### src/rtl/jtag_tap_ir.sv
// jtag_tap_ir: IEEE 1149.1-style TAP controller with integrated instruction register.
// Optional macro IR_CAPTURE_STATUS_EN: CapIR loads {status_in, 2'b01} instead of {0, 2'b01}.
module jtag_tap_ir #(
    parameter int                     IR_WIDTH   = 4,
    parameter logic [IR_WIDTH-1:0]    RESET_INST = {IR_WIDTH{1'b1}}
) (
    input  logic                  TCK,
    input  logic                  TRST,
    input  logic                  TMS,
    input  logic                  TDI,
    input  logic                  dr_tdo,
    input  logic [IR_WIDTH-3:0]   status_in,
    output logic                  TDO,
    output logic                  tdo_en,
    output logic [IR_WIDTH-1:0]   inst,
    output logic                  bypass_sel,
    output logic [3:0]            tap_state,
    output logic                  capture_dr,
    output logic                  shift_dr,
    output logic                  update_dr,
    output logic                  tlr
);

    typedef enum logic [3:0] {
        S_TLR     = 4'hF,
        S_RTI     = 4'hC,
        S_SEL_DR  = 4'h7,
        S_CAP_DR  = 4'h6,
        S_SH_DR   = 4'h2,
        S_EX1_DR  = 4'h1,
        S_PAU_DR  = 4'h3,
        S_EX2_DR  = 4'h0,
        S_UPD_DR  = 4'h5,
        S_SEL_IR  = 4'h4,
        S_CAP_IR  = 4'hE,
        S_SH_IR   = 4'hA,
        S_EX1_IR  = 4'h9,
        S_PAU_IR  = 4'hB,
        S_EX2_IR  = 4'h8,
        S_UPD_IR  = 4'hD
    } tap_state_e;

    tap_state_e           state_q;
    tap_state_e           state_d;
    logic [IR_WIDTH-1:0]  sr_q;
    logic [IR_WIDTH-1:0]  cap_val;

`ifdef IR_CAPTURE_STATUS_EN
    assign cap_val = {status_in, 2'b01};
`else
    // status_in is present on the port but has no function in this build
    logic unused_status;
    assign unused_status = ^status_in;
    assign cap_val = {{(IR_WIDTH-2){1'b0}}, 2'b01};
`endif

    // Next-state decode of the 16-state TAP graph on TMS
    always_comb begin
        state_d = S_TLR;
        unique case (state_q)
            S_TLR:    state_d = TMS ? S_TLR    : S_RTI;
            S_RTI:    state_d = TMS ? S_SEL_DR : S_RTI;
            S_SEL_DR: state_d = TMS ? S_SEL_IR : S_CAP_DR;
            S_CAP_DR: state_d = TMS ? S_EX1_DR : S_SH_DR;
            S_SH_DR:  state_d = TMS ? S_EX1_DR : S_SH_DR;
            S_EX1_DR: state_d = TMS ? S_UPD_DR : S_PAU_DR;
            S_PAU_DR: state_d = TMS ? S_EX2_DR : S_PAU_DR;
            S_EX2_DR: state_d = TMS ? S_UPD_DR : S_SH_DR;
            S_UPD_DR: state_d = TMS ? S_SEL_DR : S_RTI;
            S_SEL_IR: state_d = TMS ? S_TLR    : S_CAP_IR;
            S_CAP_IR: state_d = TMS ? S_EX1_IR : S_SH_IR;
            S_SH_IR:  state_d = TMS ? S_EX1_IR : S_SH_IR;
            S_EX1_IR: state_d = TMS ? S_UPD_IR : S_PAU_IR;
            S_PAU_IR: state_d = TMS ? S_EX2_IR : S_PAU_IR;
            S_EX2_IR: state_d = TMS ? S_UPD_IR : S_SH_IR;
            S_UPD_IR: state_d = TMS ? S_SEL_DR : S_RTI;
            default:  state_d = S_TLR;
        endcase
    end

    // TAP state, IR shift register and latched instruction
    always_ff @(posedge TCK) begin
        if (TRST) begin
            state_q <= S_TLR;
            sr_q    <= cap_val;
            inst    <= RESET_INST;
        end else begin
            state_q <= state_d;
            if (state_q == S_CAP_IR) begin
                sr_q <= cap_val;
            end else if (state_q == S_SH_IR) begin
                sr_q <= {TDI, sr_q[IR_WIDTH-1:1]};
            end
            // entering or sitting in TLR forces the reset instruction
            if (state_q == S_TLR || state_d == S_TLR) begin
                inst <= RESET_INST;
            end else if (state_q == S_UPD_IR) begin
                inst <= sr_q;
            end
        end
    end

    // Output decodes of the registered state
    always_comb begin
        tap_state  = state_q;
        tlr        = (state_q == S_TLR);
        capture_dr = (state_q == S_CAP_DR);
        shift_dr   = (state_q == S_SH_DR);
        update_dr  = (state_q == S_UPD_DR);
        tdo_en     = (state_q == S_SH_IR) || (state_q == S_SH_DR);
        bypass_sel = (inst == {IR_WIDTH{1'b1}});
        TDO        = 1'b0;
        if (state_q == S_SH_IR) begin
            TDO = sr_q[0];
        end else if (state_q == S_SH_DR) begin
            TDO = dr_tdo;
        end
    end

endmodule

### config.mk
export PLATFORM = sky130hd
export DESIGN_NAME = jtag_tap_ir
export DESIGN_NICKNAME = d
export VERILOG_FILES = /design/src/rtl/jtag_tap_ir.sv
export SDC_FILE = /design/constraint.sdc
export NUM_CORES = 1
export LEC_CHECK = 0
export CORE_MARGIN = 2
export CORE_UTILIZATION = 45
export DETAILED_ROUTE_END_ITERATION = 10
export PLACE_DENSITY = 0.89
export SLEW_MARGIN = 20
export SYNTH_ARGS = -nofsm -noshare
export SYNTH_HDL_FRONTEND = slang
export SYNTH_SLANG_ARGS = --single-unit
export TNS_END_PERCENT = 50
### constraint.sdc
create_clock -name TCK -period 2.6 [get_ports TCK]
set_input_delay 0.39 -clock TCK [delete_from_list [all_inputs] [get_ports TCK]]
set_output_delay 0.39 -clock TCK [all_outputs]
set_load 0.1 [all_outputs]
== Yosys cells after proc, flatten, opt, wreduce, memory -nomap -nowiden ==
Cells that the tools add are included.

* Bits in registers: 12
* Input port bits: 7
* Output and inout bits: 15
* Logic and storage cells: 43

* Eq/ne operators: 17
* Muxes and demuxes: 15
* Reduce and logical (&&, ||, !) cells: 8

{| class="wikitable"
|+ Operators by type and width
! operator !! count
|-
| $pmux 4 s12 || 1
|-
| $eq 4x4->1 const B || 10
|-
| $eq 4x3->1 const B || 4
|-
| $mux 2 || 6
|-
| $mux 3 || 4
|-
| $eq 4x2->1 const B || 2
|-
| $reduce_or 2->1 || 4
|-
| $eq 4x1->1 const B || 1
|-
| $logic_not 4->1 || 1
|-
| $mux 4 || 1
|-
| $mux 1 || 3
|-
| $reduce_or 3->1 || 1
|-
| $logic_or 1x1->1 || 2
|}

== Longest topological paths before layout ==
Gate-level depths: netlist of the first run.

* Word-level depth: 6
* Mapped depth: 4
* Gate-level depth less buffers: 3

== Worst setup path before layout of the first run ==
Ideal clock, no wire load.

* Path type: register to output
* Start point: register state_q[2], in the netlist tap_state[2]
* End point: output capture_dr
* Arrival time: 3.605 ns
* Required time: 2.210 ns
* Slack: -1.395 ns
* Stages on the path, launching flop included: 3
* Path buffers: 1
* Cell sequence: dfxtp_1 -> buf_2 -> nor3b_1

* Word-level cells in the longest chain between the ends: 1

{| class="wikitable"
|+ RTL lines
! item !! line !! source
|-
| from (decl) || 43 || <nowiki>tap_state_e state_q;</nowiki>
|-
| from (signal assigned) || 88 || <nowiki>state_q <= state_d;</nowiki>
|-
| $eq 4x3->1 || 107 || <nowiki>capture_dr = (state_q == S_CAP_DR);</nowiki>
|-
| to (decl) || 18 || <nowiki>output logic capture_dr,</nowiki>
|}

No other way between the ends.

== Worst setup path after layout of the first run ==
* Start point: register state_q[3], in the netlist tap_state[3]
* End point: output TDO

* Word-level cells in the longest chain between the ends: 3
* Elaborated cells on any way between the ends: 4
* Classes of those cells: 2 x eq/ne; 2 x mux

{| class="wikitable"
|+ RTL lines
! item !! line !! source
|-
| $eq 4x2->1 || 115 || <nowiki>end else if (state_q == S_SH_DR) begin</nowiki>
|-
| $mux 1 || 115 ||
|-
| $mux 1 (*) || 113 || <nowiki>if (state_q == S_SH_IR) begin</nowiki>
|-
| to (decl) || 13 || <nowiki>output logic TDO,</nowiki>
|}

Mark *: on every way between the ends. The rest lies on a longest branch, timed or not.

==> impl_metrics.env, run 1 <==
export IMPL_numCtsBuffers=3
export IMPL_power_share_combinational_pct=39.9
export IMPL_grtUsageTotal_pct=16.3
export IMPL_clk_latency_ps=280
export IMPL_ios=22
export IMPL_drt_iter0_markers=8
export IMPL_irDropWorstVdd_uv=361
export IMPL_wl_microns=1340
export IMPL_cts_hold_fix_buffers=0
export IMPL_hold_path_class="reg2reg"
export IMPL_antenna_found_initial=0
export IMPL_cts_sinks=12
export IMPL_gp_congestion=0.715
export IMPL_max_freq_mhz=482
export IMPL_rows=13
export IMPL_worst_pin_slew_ps=713
export IMPL_initial_core_util_pct=49.0
export IMPL_yosys_register_bits=12
export IMPL_cts_htree_levels=1
export IMPL_hold_viol=0
export IMPL_maxCapViolCount=0
export IMPL_diodes=0
export IMPL_cp_arrival_ps=1690
export IMPL_yosys_warnings=0
export IMPL_fin_nets=96
export IMPL_place_area_sq_um=850
export IMPL_vias_per_cell=5.42
export IMPL_drt_pass1_iterations=4
export IMPL_synth_fp_nets=77
export IMPL_vias=558
export IMPL_slew_viol_final=0
export IMPL_p_leak_uw=0.000398
export IMPL_dpl_hpwl_microns=956
export IMPL_dieHeight_microns=42.1
export IMPL_path_class="reg2out"
export IMPL_setup_viol=0
export IMPL_p_per_area_nw_per_um2=708
export IMPL_p_sw_uw=272
export IMPL_core_sq_um=1330
export IMPL_rsz0062_at_grt="false"
export IMPL_tns_ps=0
export IMPL_pwr_share_clk_pct=24.0
export IMPL_cts_resized=0
export IMPL_critPathMaxFanout=15
export IMPL_cts_root_buf="clkbuf_4"
export IMPL_min_period_ps=2080
export IMPL_grt_first_pass_wirelength_microns=2210
export IMPL_syn2layout_area_growth_pct=35.6
export IMPL_portBuffers=19
export IMPL_gr_total_overflow=0
export IMPL_die_w_microns=42.1
export IMPL_remaining_drc_errors=0
export IMPL_clkTransAtPathRegs_ps=80
export IMPL_grt_max_degree=20
export IMPL_cp_end_kind="output pin"
export IMPL_seq_area_frac_synth_pct=36.8
export IMPL_post_cts_buffers=0
export IMPL_syn_cell_area_sq_um=653
export IMPL_period_share_pct=79.9
export IMPL_critPathLaunchType="register"
export IMPL_final_antenna_net_count=0
export IMPL_n_fill_cell=110
export IMPL_p_int_uw=355
export IMPL_avgSynthCellArea_sq_um=9.33
export IMPL_fin_area_sq_um=886
export IMPL_max_slew_margin_pct=52.4
export IMPL_drive_gt1_share_pct=36.4
export IMPL_outcome="completed"
export IMPL_synth_cells=70
export IMPL_p_seq_share_pct=36.1
export IMPL_dieArea_sq_um=1770
export IMPL_ys_types=29
export IMPL_cts_tree="built"
export IMPL_switching_share_pct=43.4
export IMPL_avgRoutedWirePerCell_microns=13.0
export IMPL_grt_pass1_vias=493
export IMPL_required_ps=2210
export IMPL_clock_skew_ps=7.92
export IMPL_clock_path_buffers=2
sequential cells by signal, indices dropped and copies added (netlist names):
register	count
inst	4
sr_q	4
tap_state	4
through the flow:
| step | setup WS [ps] | hold WS, ps | std cells | util (%) | total power [uW] |
|---|---|---|---|---|---|
| 2_1_floorplan | 33.6 | 439 | 70 | - | 431 |
| 3_3_place_gp | 731 | 452 | 99 | 63.7 | 477 |
| 3_5_place_dp | 649 | 454 | 99 | 63.7 | 482 |
| 4_1_cts | 500 | 465 | 103 | 66.4 | 634 |
| 5_1_grt | 417 | 500 | 103 | 66.4 | 651 |
| 6_report | 524 | 466 | 103 | 66.4 | 627 |
cells in the final DEF (no fill, tap or decap), types with 2 or more instances in the layout:
master	Yosys	routed
dfxtp_2	0	2
o21bai_1	2	2
buf_4	1	13
clkbuf_4	0	3
clkdlybuf4s50_1	0	4
mux2i_1	6	6
a21oi_1	7	7
buf_12	0	2
or3b_1	4	4
nor3_4	0	2
dfxtp_1	12	10
nor2b_1	2	2
nand2_1	10	10
nand2b_1	2	2
cell type report:
class | count | area [sq um] | share of cell area (%)
clock buffer | 4 | 36.3 | 4.10
inverter | 1 | 3.75 | 0.424
multi-input combinational | 52 | 407 | 45.9
sequential | 12 | 243 | 27.4
tap | 15 | 18.8 | 2.12
timing repair buffer | 19 | 178 | 20.1
power by group through the flow:
| stage | clock (uW) | combinational [uW] | sequential (uW) |
|---|---|---|---|
| after CTS | 156 | 252 | 226 |
| after global placement | 0 | 248 | 229 |
| after floorplan | 0 | 149 | 282 |
| after detailed placement | 0 | 251 | 231 |
| after global routing | 163 | 259 | 230 |
| final | 151 | 250 | 227 |
cell usage after synthesis:
library cell  number  area [sq um]
buf_4              1          7.51
or3b_1             4          35.0
or4_4              1          11.3
or2b_2             1          8.76
nor2_1             1          3.75
buf_1              1          3.75
nand2_1           10          37.5
inv_1              1          3.75
nor2b_1            2          12.5
nor3_1             3          15.0
and4_1             1          8.76
nand3b_4           1          20.0
and4_4             1          11.3
mux2i_1            6          60.1
a211o_1            1          8.76
buf_2              1          5.00
a21oi_2            1          8.76
nand3_1            1          5.00
nand2b_1           2          12.5
buf_6              2          22.5
nor4b_1            1          8.76
o21ai_0            1          5.00
a211oi_1           1          7.51
nor3b_1            2          15.0
nand4b_2           1          15.0
a21oi_1            7          35.0
dfxtp_1           12           240
o21bai_1           2          15.0
and3b_2            1          10.0
worst max-delay path: stages (launching register included):
cell and delay [ps]:
dfxtp_1 790, mux2i_1 220, nor3_4 190, buf_12 200
final timing paths:
kind,end,slack (ps),startpoint,depth (start not counted)
setup / recovery,TDO,520,tap_state[3]$_SDFF_PP1_,3
hold / removal,sr_q[2]$_SDFFE_PP0P_,470,sr_q[2]$_SDFFE_PP0P_,2
setup reg to reg,inst[0]$_SDFFE_PP1P_,860,tap_state[3]$_SDFF_PP1_,3
hold reg to reg,sr_q[2]$_SDFFE_PP0P_,470,sr_q[2]$_SDFFE_PP0P_,2
layer usage:
metal  wire, microns  track usage, %  vias up
li1                -               -      290
met1             620            20.6      250
met2             627            25.3       14
met3              61            3.88        4
met4              32            9.38        0
met5               0               0        -
kinds of logic after synthesis:
logic type             after synthesis  share of synthesized area, %
AOI/OAI and AO/OA                   13                          12.3
buffers and inverters                6                          6.51
DFF                                 12                          36.8
muxes                                6                          9.20
and+or+nand+nor                     33                          35.2
No activity file was read; power rests on OpenSTA's default activity.
==> run 2: changes to the inputs <==
- CORE_ASPECT_RATIO: not set -> 0.8
- CORE_UTILIZATION: 45 -> 39
- PLACE_DENSITY: 0.89 -> 0.83
- clock period: 2.6 -> 1.9 ns (I/O delays scaled with it)
==> impl_metrics.env, run 2 (synthesis results as in run 1) <==
export IMPL_max_freq_mhz=576
export IMPL_core_sq_um=1590
export IMPL_initial_core_util_pct=41.0
export IMPL_power_uw=915
export IMPL_min_from="sr_q[2]$_SDFFE_PP0P_"
export IMPL_cts_resized=0
export IMPL_period_share_pct=91.4
export IMPL_hold_path_class="reg2reg"
export IMPL_required_ps=1620
export IMPL_p_per_area_nw_per_um2=874
export IMPL_grt_pass1_vias=533
export IMPL_drt_pass1_iterations=4
export IMPL_ios=22
export IMPL_outcome="completed"
export IMPL_wl_microns=1530
export IMPL_dr_max_layer_used="met4"
export IMPL_grt_max_degree=20
export IMPL_path_class="reg2out"
export IMPL_remaining_drc_errors=0
export IMPL_final_cell_mix="nand2_1 (10), buf_12 (10), a21oi_1 (7), buf_4 (7)"
export IMPL_critPathMaxFanout=19
export IMPL_cts_root_buf="clkbuf_4"
export IMPL_syn2layout_area_growth_pct=60.2
export IMPL_rsz0062_at_grt="false"
export IMPL_numCtsBuffers=3
export IMPL_grt_first_pass_wirelength_microns=2450
export IMPL_cts_tree="built"
export IMPL_clk_latency_ps=280
export IMPL_max_slew_margin_pct=81.6
export IMPL_dieArea_sq_um=2020
export IMPL_avgRoutedWirePerCell_microns=13.6
export IMPL_drt_iter0_markers=6
export IMPL_startpoint="tap_state[2]$_SDFF_PP1_"
export IMPL_hold_viol=0
export IMPL_cts_htree_levels=1
export IMPL_setup_viol=0
export IMPL_vias_per_cell=5.34
export IMPL_wl_met3_microns=104
export IMPL_place_ws_ps=169
export IMPL_timing_final_ws_setup_ps=164
export IMPL_dpl_hpwl_microns=1100
export IMPL_portBuffers=19
export IMPL_clock_path_buffers=2
export IMPL_cp_end_kind="output pin"
export IMPL_fin_nets=98
export IMPL_post_cts_buffers=0
export IMPL_met1_length_microns=660
export IMPL_dieHeight_microns=40.6
export IMPL_irDropWorstVdd_uv=481
export IMPL_critPathLaunchType="register"
export IMPL_instances_no_fill=112
export IMPL_final_antenna_net_count=0
export IMPL_vias=598
export IMPL_cts_sinks=12
export IMPL_antenna_found_initial=0
export IMPL_cp_arrival_ps=1450
export IMPL_place_inst=108
export IMPL_clock_skew_ps=2.69
export IMPL_cts_hold_fix_buffers=0
export IMPL_diodes=0
export IMPL_gp_congestion=0.719
export IMPL_gr_total_overflow=0
export IMPL_rows=13
export IMPL_drive_gt1_share_pct=47.8
export IMPL_grtUsageTotal_pct=17.0
export IMPL_die_w_microns=49.8
export IMPL_maxCapViolCount=0
export IMPL_rr_startpoint="tap_state[0]$_SDFF_PP1_"
export IMPL_slew_viol_final=0
export IMPL_met2_wirelength_microns=709
export IMPL_clkTransAtPathRegs_ps=80
export IMPL_worst_pin_slew_ps=276
export IMPL_min_period_ps=1740
export IMPL_p_leak_uw=0.000444
==> run 2: cell types whose count changed in the layout (fill, tap and decap cells not counted) <==
cell	previous run	this run
nand2b_4	0	1
buf_4	13	7
mux2i_1	6	5
nand2b_1	2	1
and4_2	0	1
and4_1	1	0
mux2i_4	0	1
buf_12	2	10
dfxtp_1	10	4
dfxtp_2	2	5
dfxtp_4	0	3
==> run 2: area by class of cell <==
| type | count | area [sq um] |
|---|---|---|
| fillers | 144 | 548 |
| multi-input cells | 52 | 428 |
| repair buffers | 21 | 293 |
| flip-flops and latches | 12 | 258 |
| clock buffers | 4 | 36.3 |
| well taps | 22 | 27.5 |
| inverters | 1 | 3.75 |
==> run 2: worst paths after layout <==
check                                                to  slack [ps]  depth (start not counted)
worst min-delay path               sr_q[2]$_SDFFE_PP0P_         470                          2
worst min register to register     sr_q[2]$_SDFFE_PP0P_         470                          2
worst max register to register  tap_state[1]$_SDFF_PP1_         530                          3
worst max-delay path                          update_dr         160                          3
==> run 2: metal layers <==
| layer | up-vias | GRT usage [%] |
|---|---|---|
| met5 | - | 0 |
| met4 | 0 | 13.2 |
| met3 | 6 | 3.73 |
| met2 | 25 | 29.0 |
| met1 | 275 | 19.4 |
| li1 | 292 | - |
==> run 2: per-stage QoR <==
step / util [%] / setup TNS (ps) / area, sq um / hold WS, ps
floorplan: - / -67.8 / 738 / 403
global placement: 63.3 / 0 / 1010 / 450
detailed placement: 63.3 / 0 / 1010 / 459
CTS: 65.6 / 0 / 1050 / 468
global route: 65.6 / 0 / 1050 / 486
finish: 65.6 / 0 / 1050 / 465
==> run 2: report_power, final <==
part	internal (uW)	total [uW]	switching, uW
registers	269	319	50.1
logic	142	389	247
clock network	117	207	89.9
==> run 2: worst max-delay path, cell delays in order (launching register included) <==
cell,delay (ps)
dfxtp_4,510
nor2b_1,240
and3b_2,250
buf_12,180
